File: config.mk
export PLATFORM = sky130hd
export DESIGN_NAME = bus_fifo_slave
export DESIGN_NICKNAME = d
export VERILOG_FILES = /design/src/rtl/bus_fifo_slave.sv
export SDC_FILE = /design/constraint.sdc
export NUM_CORES = 1
export LEC_CHECK = 0
export BUFFER_PORTS_ARGS = -buffer_cell sky130_fd_sc_hd__buf_2
export CAP_MARGIN = 20
export CORE_ASPECT_RATIO = 0.75
export CORE_MARGIN = 2
export CORE_UTILIZATION = 40
export CTS_BUF_LIST = sky130_fd_sc_hd__clkbuf_8
export DETAILED_ROUTE_END_ITERATION = 7
export PLACE_DENSITY = 0.55
export RECOVER_POWER = 50
export SYNTH_ARGS = -nofsm -noshare
export SYNTH_HDL_FRONTEND = slang
export SYNTH_SLANG_ARGS = --single-unit
File: constraint.sdc
create_clock -name clk -period 5.1 [get_ports clk]
set_input_delay 1.02 -clock clk [delete_from_list [all_inputs] [get_ports clk]]
set_output_delay 1.02 -clock clk [all_outputs]
set_load 0.005 [all_outputs]
File: src/rtl/bus_fifo_slave.sv
// -----------------------------------------------------------------------------
// bus_fifo_slave
//
// Memory-mapped FIFO responder on the slave side of the system bus. A master
// pushes 32-bit words by writing the DATA register and pops them, in order,
// by reading DATA. Control, status, threshold and interrupt-clear registers
// sit beside the FIFO.
//
// Register map (byte offset in s_addr):
//   0x00 CTRL     R/W  bit0 int_en
//   0x01 INT_CLR  W    any write clears interrupt, ovf and udf
//   0x02 STATUS   RO   bit0 empty, bit1 full, bit2 ovf, bit3 udf,
//                      bits[8+DEPTH_LOG2:8] count
//   0x03 THRESH   R/W  bits[DEPTH_LOG2:0], 0 disables the threshold event
//   0x04 DATA     W pushes, R pops
//   0x05 PEEK     RO   head word without popping, 0 when empty
//
// Ports:
//   clk        system clock, all state changes on the rising edge
//   reset      synchronous active-high reset
//   s_sel      slave select from the bus address decoder
//   s_wr       1 = write, 0 = read (qualified by s_sel)
//   s_addr     register offset
//   s_din      write data
//   s_dout     read data, combinational; 0 unless a read is selected
//   interrupt  sticky interrupt request, registered
// -----------------------------------------------------------------------------
module bus_fifo_slave #(
    parameter int DEPTH_LOG2 = 4
) (
    input  logic        clk,
    input  logic        reset,
    input  logic        s_sel,
    input  logic        s_wr,
    input  logic [7:0]  s_addr,
    input  logic [31:0] s_din,
    output logic [31:0] s_dout,
    output logic        interrupt
);

    localparam int DEPTH = 1 << DEPTH_LOG2;

    localparam logic [7:0] ADDR_CTRL    = 8'h00;
    localparam logic [7:0] ADDR_INT_CLR = 8'h01;
    localparam logic [7:0] ADDR_STATUS  = 8'h02;
    localparam logic [7:0] ADDR_THRESH  = 8'h03;
    localparam logic [7:0] ADDR_DATA    = 8'h04;
    localparam logic [7:0] ADDR_PEEK    = 8'h05;

    // count == DEPTH is the MSB alone set
    localparam logic [DEPTH_LOG2:0] FULL_COUNT = {1'b1, {DEPTH_LOG2{1'b0}}};

    // ---------------------------------------------------------------------
    // State
    // ---------------------------------------------------------------------
    logic [31:0]           mem [DEPTH];

    logic [DEPTH_LOG2-1:0] wr_ptr_q, wr_ptr_d;
    logic [DEPTH_LOG2-1:0] rd_ptr_q, rd_ptr_d;
    logic [DEPTH_LOG2:0]   count_q,  count_d;
    logic [DEPTH_LOG2:0]   thresh_q, thresh_d;
    logic                  int_en_q, int_en_d;
    logic                  ovf_q,    ovf_d;
    logic                  udf_q,    udf_d;
    logic                  irq_q,    irq_d;

    // Delayed copies used for rising-edge detection of the interrupt sources
    logic                  at_thr_q;
    logic                  at_thr_dly_q;
    logic                  ovf_dly_q;
    logic                  udf_dly_q;

    // ---------------------------------------------------------------------
    // Bus decode
    // ---------------------------------------------------------------------
    logic wr_access, rd_access;
    logic empty, full;
    logic push, pop, ovf_set, udf_set, int_clr;
    logic at_thr_now;
    logic thr_event, ovf_event, udf_event;

    assign wr_access = s_sel &  s_wr;
    assign rd_access = s_sel & ~s_wr;

    assign empty = (count_q == '0);
    assign full  = (count_q == FULL_COUNT);

    assign push    = wr_access && (s_addr == ADDR_DATA) && !full;
    assign pop     = rd_access && (s_addr == ADDR_DATA) && !empty;
    assign ovf_set = wr_access && (s_addr == ADDR_DATA) &&  full;
    assign udf_set = rd_access && (s_addr == ADDR_DATA) &&  empty;
    assign int_clr = wr_access && (s_addr == ADDR_INT_CLR);

    assign at_thr_now = (thresh_q != '0) && (count_q >= thresh_q);

    // at_thr is registered first and its edge is then detected against a
    // second copy, so a threshold crossing raises interrupt two edges after
    // the push that caused it. ovf/udf edges are seen one edge after the flag.
    assign thr_event = at_thr_q & ~at_thr_dly_q;
    assign ovf_event = ovf_q    & ~ovf_dly_q;
    assign udf_event = udf_q    & ~udf_dly_q;

    // ---------------------------------------------------------------------
    // Next-state logic
    // ---------------------------------------------------------------------
    always_comb begin
        wr_ptr_d = wr_ptr_q;
        rd_ptr_d = rd_ptr_q;
        count_d  = count_q;
        thresh_d = thresh_q;
        int_en_d = int_en_q;
        ovf_d    = ovf_q;
        udf_d    = udf_q;
        irq_d    = irq_q;

        // push and pop are mutually exclusive: one bus access per cycle
        if (push) begin
            wr_ptr_d = wr_ptr_q + DEPTH_LOG2'(1);
            count_d  = count_q + (DEPTH_LOG2 + 1)'(1);
        end
        if (pop) begin
            rd_ptr_d = rd_ptr_q + DEPTH_LOG2'(1);
            count_d  = count_q - (DEPTH_LOG2 + 1)'(1);
        end

        if (ovf_set) begin
            ovf_d = 1'b1;
        end
        if (udf_set) begin
            udf_d = 1'b1;
        end

        if (wr_access && (s_addr == ADDR_CTRL)) begin
            int_en_d = s_din[0];
        end
        if (wr_access && (s_addr == ADDR_THRESH)) begin
            thresh_d = s_din[DEPTH_LOG2:0];
        end

        // Events while int_en is low are dropped, not queued
        if (int_en_q && (thr_event || ovf_event || udf_event)) begin
            irq_d = 1'b1;
        end

        // Clear has priority over any coincident set
        if (int_clr) begin
            irq_d = 1'b0;
            ovf_d = 1'b0;
            udf_d = 1'b0;
        end
    end

    // ---------------------------------------------------------------------
    // Registers
    // ---------------------------------------------------------------------
    always_ff @(posedge clk) begin
        if (reset) begin
            wr_ptr_q     <= '0;
            rd_ptr_q     <= '0;
            count_q      <= '0;
            thresh_q     <= (DEPTH_LOG2 + 1)'(1);
            int_en_q     <= 1'b0;
            ovf_q        <= 1'b0;
            udf_q        <= 1'b0;
            irq_q        <= 1'b0;
            at_thr_q     <= 1'b0;
            at_thr_dly_q <= 1'b0;
            ovf_dly_q    <= 1'b0;
            udf_dly_q    <= 1'b0;
        end else begin
            wr_ptr_q     <= wr_ptr_d;
            rd_ptr_q     <= rd_ptr_d;
            count_q      <= count_d;
            thresh_q     <= thresh_d;
            int_en_q     <= int_en_d;
            ovf_q        <= ovf_d;
            udf_q        <= udf_d;
            irq_q        <= irq_d;
            at_thr_q     <= at_thr_now;
            at_thr_dly_q <= at_thr_q;
            ovf_dly_q    <= ovf_q;
            udf_dly_q    <= udf_q;
        end
    end

    // Storage is not reset; after a reset count is 0 so stale words are
    // never returned.
    always_ff @(posedge clk) begin
        if (!reset && push) begin
            mem[wr_ptr_q] <= s_din;
        end
    end

    // ---------------------------------------------------------------------
    // Read mux (combinational, zero-latency reads)
    // ---------------------------------------------------------------------
    logic [31:0] status_w;

    always_comb begin
        status_w                   = '0;
        status_w[0]                = empty;
        status_w[1]                = full;
        status_w[2]                = ovf_q;
        status_w[3]                = udf_q;
        status_w[8 +: DEPTH_LOG2+1] = count_q;
    end

    always_comb begin
        s_dout = '0;
        if (rd_access) begin
            case (s_addr)
                ADDR_CTRL:   s_dout[0] = int_en_q;
                ADDR_STATUS: s_dout = status_w;
                ADDR_THRESH: s_dout[DEPTH_LOG2:0] = thresh_q;
                ADDR_DATA,
                ADDR_PEEK: begin
                    if (!empty) begin
                        s_dout = mem[rd_ptr_q];
                    end
                end
                default:     s_dout = '0;
            endcase
        end
    end

    assign interrupt = irq_q;

endmodule

* Word level (Yosys, flattened, before mapping)
Memories as Yosys holds them, arrays and structs flattened. A register that Yosys moved wholly into a read port is not among the register bits.
Cells that the tools add are included.
** Word-level totals
- Memory bits (writable) :: 512
- Memory bits (read-only) :: 0
- Output and inout port bits :: 33
- Flip-flop bits (word level) :: 26
- Input port bits :: 44
- Bits in latches :: 0
- Memories kept :: 1
** Cells by class
- Div/mod/pow operators :: 0
- Add/sub/neg operators :: 4
- Reduce and logical (&&, ||, !) cells :: 23
- Magnitude comparators :: 1
- Shift-type cells :: 0
- Eq/ne operators :: 6
- Bitwise operators :: 9
- Multipliers :: 0
- Mux-type cells :: 11
** Memory list
- mem :: depth 16, bits a word 32, rd ports 1, clocked after memory_dff 1, wr ports 1, RTL line 56 : logic [31:0] mem [DEPTH];
** Operators with widths (count)
- two-way mux 32 bit :: 2
- one-hot mux 27 bit (2 select lines) :: 1
- == test 8 x 2 -> 1 bit, second input constant :: 2
- == test 8 x 3 -> 1 bit, second input constant :: 2
- logical AND 1 bit :: 12
- one-hot mux 4 bit (3 select lines) :: 1
- two-way mux 5 bit :: 2
- adder 4 x 1 -> 4 bit, second input constant :: 2
- == test 8 x 1 -> 1 bit, second input constant :: 1
- logical NOT 8 bit :: 1
- two-way mux 4 bit :: 2
- adder 5 x 1 -> 5 bit, second input constant :: 1
- bitwise AND 1 bit :: 5
- == test 5 bit, second input constant :: 1
- greater-or-equal comparator 5 bit :: 1
- logical NOT 5 bit :: 1
- nonzero test 5 bit :: 1
- subtractor 5 x 1 -> 5 bit, second input constant :: 1
- inverter 1 bit :: 4
- one-hot mux 1 bit (4 select lines) :: 1
- OR reduction 2 bit :: 2
- logical NOT 1 bit :: 3
- logical OR 1 bit :: 2
- two-way mux 1 bit :: 2
- nonzero test 2 bit :: 1

* Longest topological paths before layout
- Depth after elaboration :: 6
- Depth in mapped cells :: 10

* Worst setup path after synthesis
No wires, ideal clock.
- Kind :: input to register
- Start point :: input s_addr[4]
- End point :: memory mem[12][0], enable pin
- Path buffers :: 2
- Path slack :: 888 ps
- Stages :: 7
- Data arrival time :: 3791 ps
- Setup time :: 421 ps
- Path through :: or4b_4 -> buf_6 -> nor3_2 -> and2_0 -> buf_2 -> nand2_1 -> nor2_1
** On the way
- Longest elaborated chain between the ends :: 6
** RTL lines
- start, declared :: RTL line 35 : input logic [7:0] s_addr,
- == test 8 x 3 -> 1 bit :: RTL line 88 : assign push = wr_access && (s_addr == ADDR_DATA) && !full;
- logical AND 1 bit (2 in a row) :: RTL line 88
- logical AND 1 bit :: RTL line 189 : if (!reset && push) begin
- two-way mux 1 bit :: RTL line 189
- two-way mux 1 bit (implied by the code) :: RTL line 190 : mem[wr_ptr_q] <= s_din;
- end, declared :: RTL line 56
Every way passes these cells.

==> flow_metrics.py <==
metrics = {
    "logic_synthesis": {
        "yosys-top-cells-area": "edfxtp_1 73%, mux4_2 14%, dfxtp_1 2.8%",
        "synth_cells": 1021,
        "synth_cell_types": 53,
        "synth_fa_ha_area_frac": 0.007082,
        "synth.mux.area_fraction": 0.1614,
        "netlist_area_sq_um": 21200,
        "synth_edf_count": 512,
        "yosysWarnings": 0,
        "synth-xor-area-share": 0.003718,
        "synthSimpleGateAreaFrac": 0.03028,
        "yosysSeqAreaShare": 0.7535,
        "yosysTopAreaCell": "edfxtp_1",
        "synth_compound_gate_area_share": 0.02998,
        "ys_ff_latch": 542,
        "synth_top_family_by_area": "multiplexers",
        "ys_async_sr_fraction": 0,
        "synth_flop_cell": "edfxtp_1",
        "syn_nets": 1077,
        "post_synth.cell_area_avg_sq_um": 20.76,
        "synth_top_cell_area_share": 0.7252,
    },
    "pwr": {
        "p_seq_frac": 0.598,
        "power.total_mw": 8.131,
        "intPower_mw": 6.429,
        "pwr-share-comb": 0.010,
        "power_switching_mw": 1.702,
        "clkPwrFrac": 0.392,
        "powerDensity_nw_per_um2": 337.5,
        "sw_frac_of_total": 0.2093,
        "p_leak_nw": 7.418,
        "ir_worst_vdd_v": 0.0002258,
    },
    "grt": {
        "gr-total-overflow": 0,
        "grt_max_degree": 63,
        "grt_pass1_wl_microns": 69580,
        "grt_util_all_layers": 0.1724,
        "antenna_found_initial": 0,
        "grt_pass1_vias": 10650,
    },
    "layout": {
        "final-instance-count-excl-fill": 1929,
        "area_growth_pct": 13.65,
        "multi_input_area_sq_um": 5009,
        "layout_commonest_cell": "edfxtp_1",
        "nFillCells": 4495,
        "antenna_cells": 0,
        "final_cell_mix": "512 x edfxtp_1, 130 x mux4_2, 86 x clkbuf_8",
        "nets": 1219,
        "seq_area_sq_um": 15990,
        "layout-drive-gt1-share": 0.2794,
    },
    "timing": {
        "min_period_over_period": 0.8133,
        "period_needed_ns": 4.148,
        "fmax_mhz": 241.1,
        "finalHoldViolations": 0,
        "finalSetupViolCount": 0,
        "finClkSkew_ns": 0.02136,
        "worst_slew_pin_slew_ns": 1.368,
        "rsz0062_at_grt": "no",
        "whs_ns": 0.4704,
        "drv_slew": 0,
        "tns_ns": 0,
        "relSlewSlack": 0.08831,
    },
    "clocking": {
        "ctsHoldBuffers": 0,
        "cts_buffers": 84,
        "cts_root_buffer": "clkbuf_8",
        "clkTransAtPathRegs_ns": 0.06,
        "post_cts_buffers": 0,
        "ctsResizeCount": 0,
        "clk_latency_ns": 0.65,
        "htree_levels": 3,
        "ctsLongestPathBuffers": 3,
        "numClockSinks": 542,
        "cts_tree": "yes",
    },
    "critical_path": {
        "crit_chain": "buf_12, mux4_2, mux2_2, a21oi_1, o22ai_1, buf_2",
        "critical_path_arrival_ns": 3.13,
        "slowest_stage": "dfxtp_4",
        "crit_path_max_fanout": 44,
        "cp_slowest_stage_delay_ns": 0.69,
        "path_class": "reg2out",
        "setup.worst_path.start_class": "register",
        "crit_path_end_kind": "output port",
        "worstPathRequired_ns": 4.08,
    },
    "route": {
        "drt_wl_total_microns": 46220,
        "drt_first_pass_iters": 7,
        "vias": 10300,
        "ant_nets": 0,
        "vias_per_cell": 5.342,
        "drc_errors": 0,
        "wl_per_cell_microns": 23.96,
        "drt_iter0_drc": 806,
    },
    "placement": {
        "dp_cells": 1789,
        "hpwl_microns": 25490,
        "gp_congestion": 0.7429,
        "io_buffers": 76,
    },
    "floorplanning": {
        "die_w_microns": 269.8,
        "initial_core_util": 0.4023,
        "die_height_microns": 203.4,
        "fp-row-count": 73,
        "core_area_sq_um": 52700,
        "ios": 77,
        "dieArea_sq_um": 54880,
    },
    "min_path": {
        "holdCritPathClass": "reg2reg",
    },
    "status": {
        "outcome": "complete, no violations",
    },
    "flow_run": {
        "maxCapViolations": 0,
    },
}
registers in the layout, indices dropped and copies added, names as in the netlist, 4 cells and up, named ones only:
| name | flops |
|---|---|
| count_q | 5 |
| rd_ptr_q | 4 |
| wr_ptr_q | 4 |
| thresh_q | 5 |
| mem | 512 |
area by class of cell:
cell class,instances,share of cell area
timing repair buffer,112,0.03064
inverter,13,0.002025
clock buffer,86,0.04913
sequential,542,0.6637
tap,712,0.03697
clock inverter,54,0.009711
multi-input combinational,410,0.2079
per-layer routing:
metal  GRT usage  part of all wire  vias up
met5           0                 0        -
met3     0.03179             0.036       55
met2      0.2716              0.48      217
met1      0.2481              0.47     5510
li1            -                 -     4522
met4     0.04821             0.015        0
synth_stat cells, drive strengths merged, types with 5 or more instances:
cell and n:
mux4 130, dfxtp 30, edfxtp 512, a21oi 22
nor2b 25, inv 13, clkbuf 29, ha 12
buf 27, xor2 6, nand2 11, mux2 10
o21ai 5, a211oi 40, nor2 56, o22ai 6
o2bb2ai 5, mux2i 38
power groups by stage:
stage	clock network (mW)	registers, mW	logic (mW)
4_1_cts	3.29	4.86	0.0892
2_1_floorplan	0	4.96	0.0126
3_3_place_gp	0	4.95	0.0859
5_1_grt	3.48	4.86	0.0931
6_report	3.19	4.86	0.0826
3_5_place_dp	0	4.95	0.0892
worst paths after layout:
path              slack, ns                       to               startpoint  depth (start not counted)
setup / recovery       0.95                s_dout[3]                 register                          6
hold / removal         0.47  at_thr_dly_q$_SDFF_PP0_      at_thr_q$_SDFF_PP0_                          1
setup reg to reg       2.20    mem[12][15]$_DFFE_PP_  count_q[1]$_SDFFE_PP0P_                          6
hold reg to reg        0.47  at_thr_dly_q$_SDFF_PP0_      at_thr_q$_SDFF_PP0_                          1
stage by stage:
stage               setup WS [ns]  utilization  cell area [sq um]
floorplan                  0.8879            -              21200
CTS                        0.7697       0.4589              24180
global route               0.6956       0.4572              24090
global placement            1.190       0.4320              22770
finish                     0.9522       0.4572              24090
detailed placement          1.101       0.4320              22770
worst max-delay path, delay by kind of cell (launching register included):
family	cells	cell delay, ns
mux	2	0.83
flops	1	0.69
buf+inv	2	0.56
compound gates	2	0.38
logic make-up (layout without fill, tap and decap cells):
logic type,after synthesis,count (layout)
and+or+nand+nor,121,121
DFF,542,542
adders and majority gates,12,12
muxes,178,178
AOI/OAI and AO/OA,90,90
buffers and inverters,69,265
xor gates and xnor gates,9,9
(Power assumes the default switching activity.)
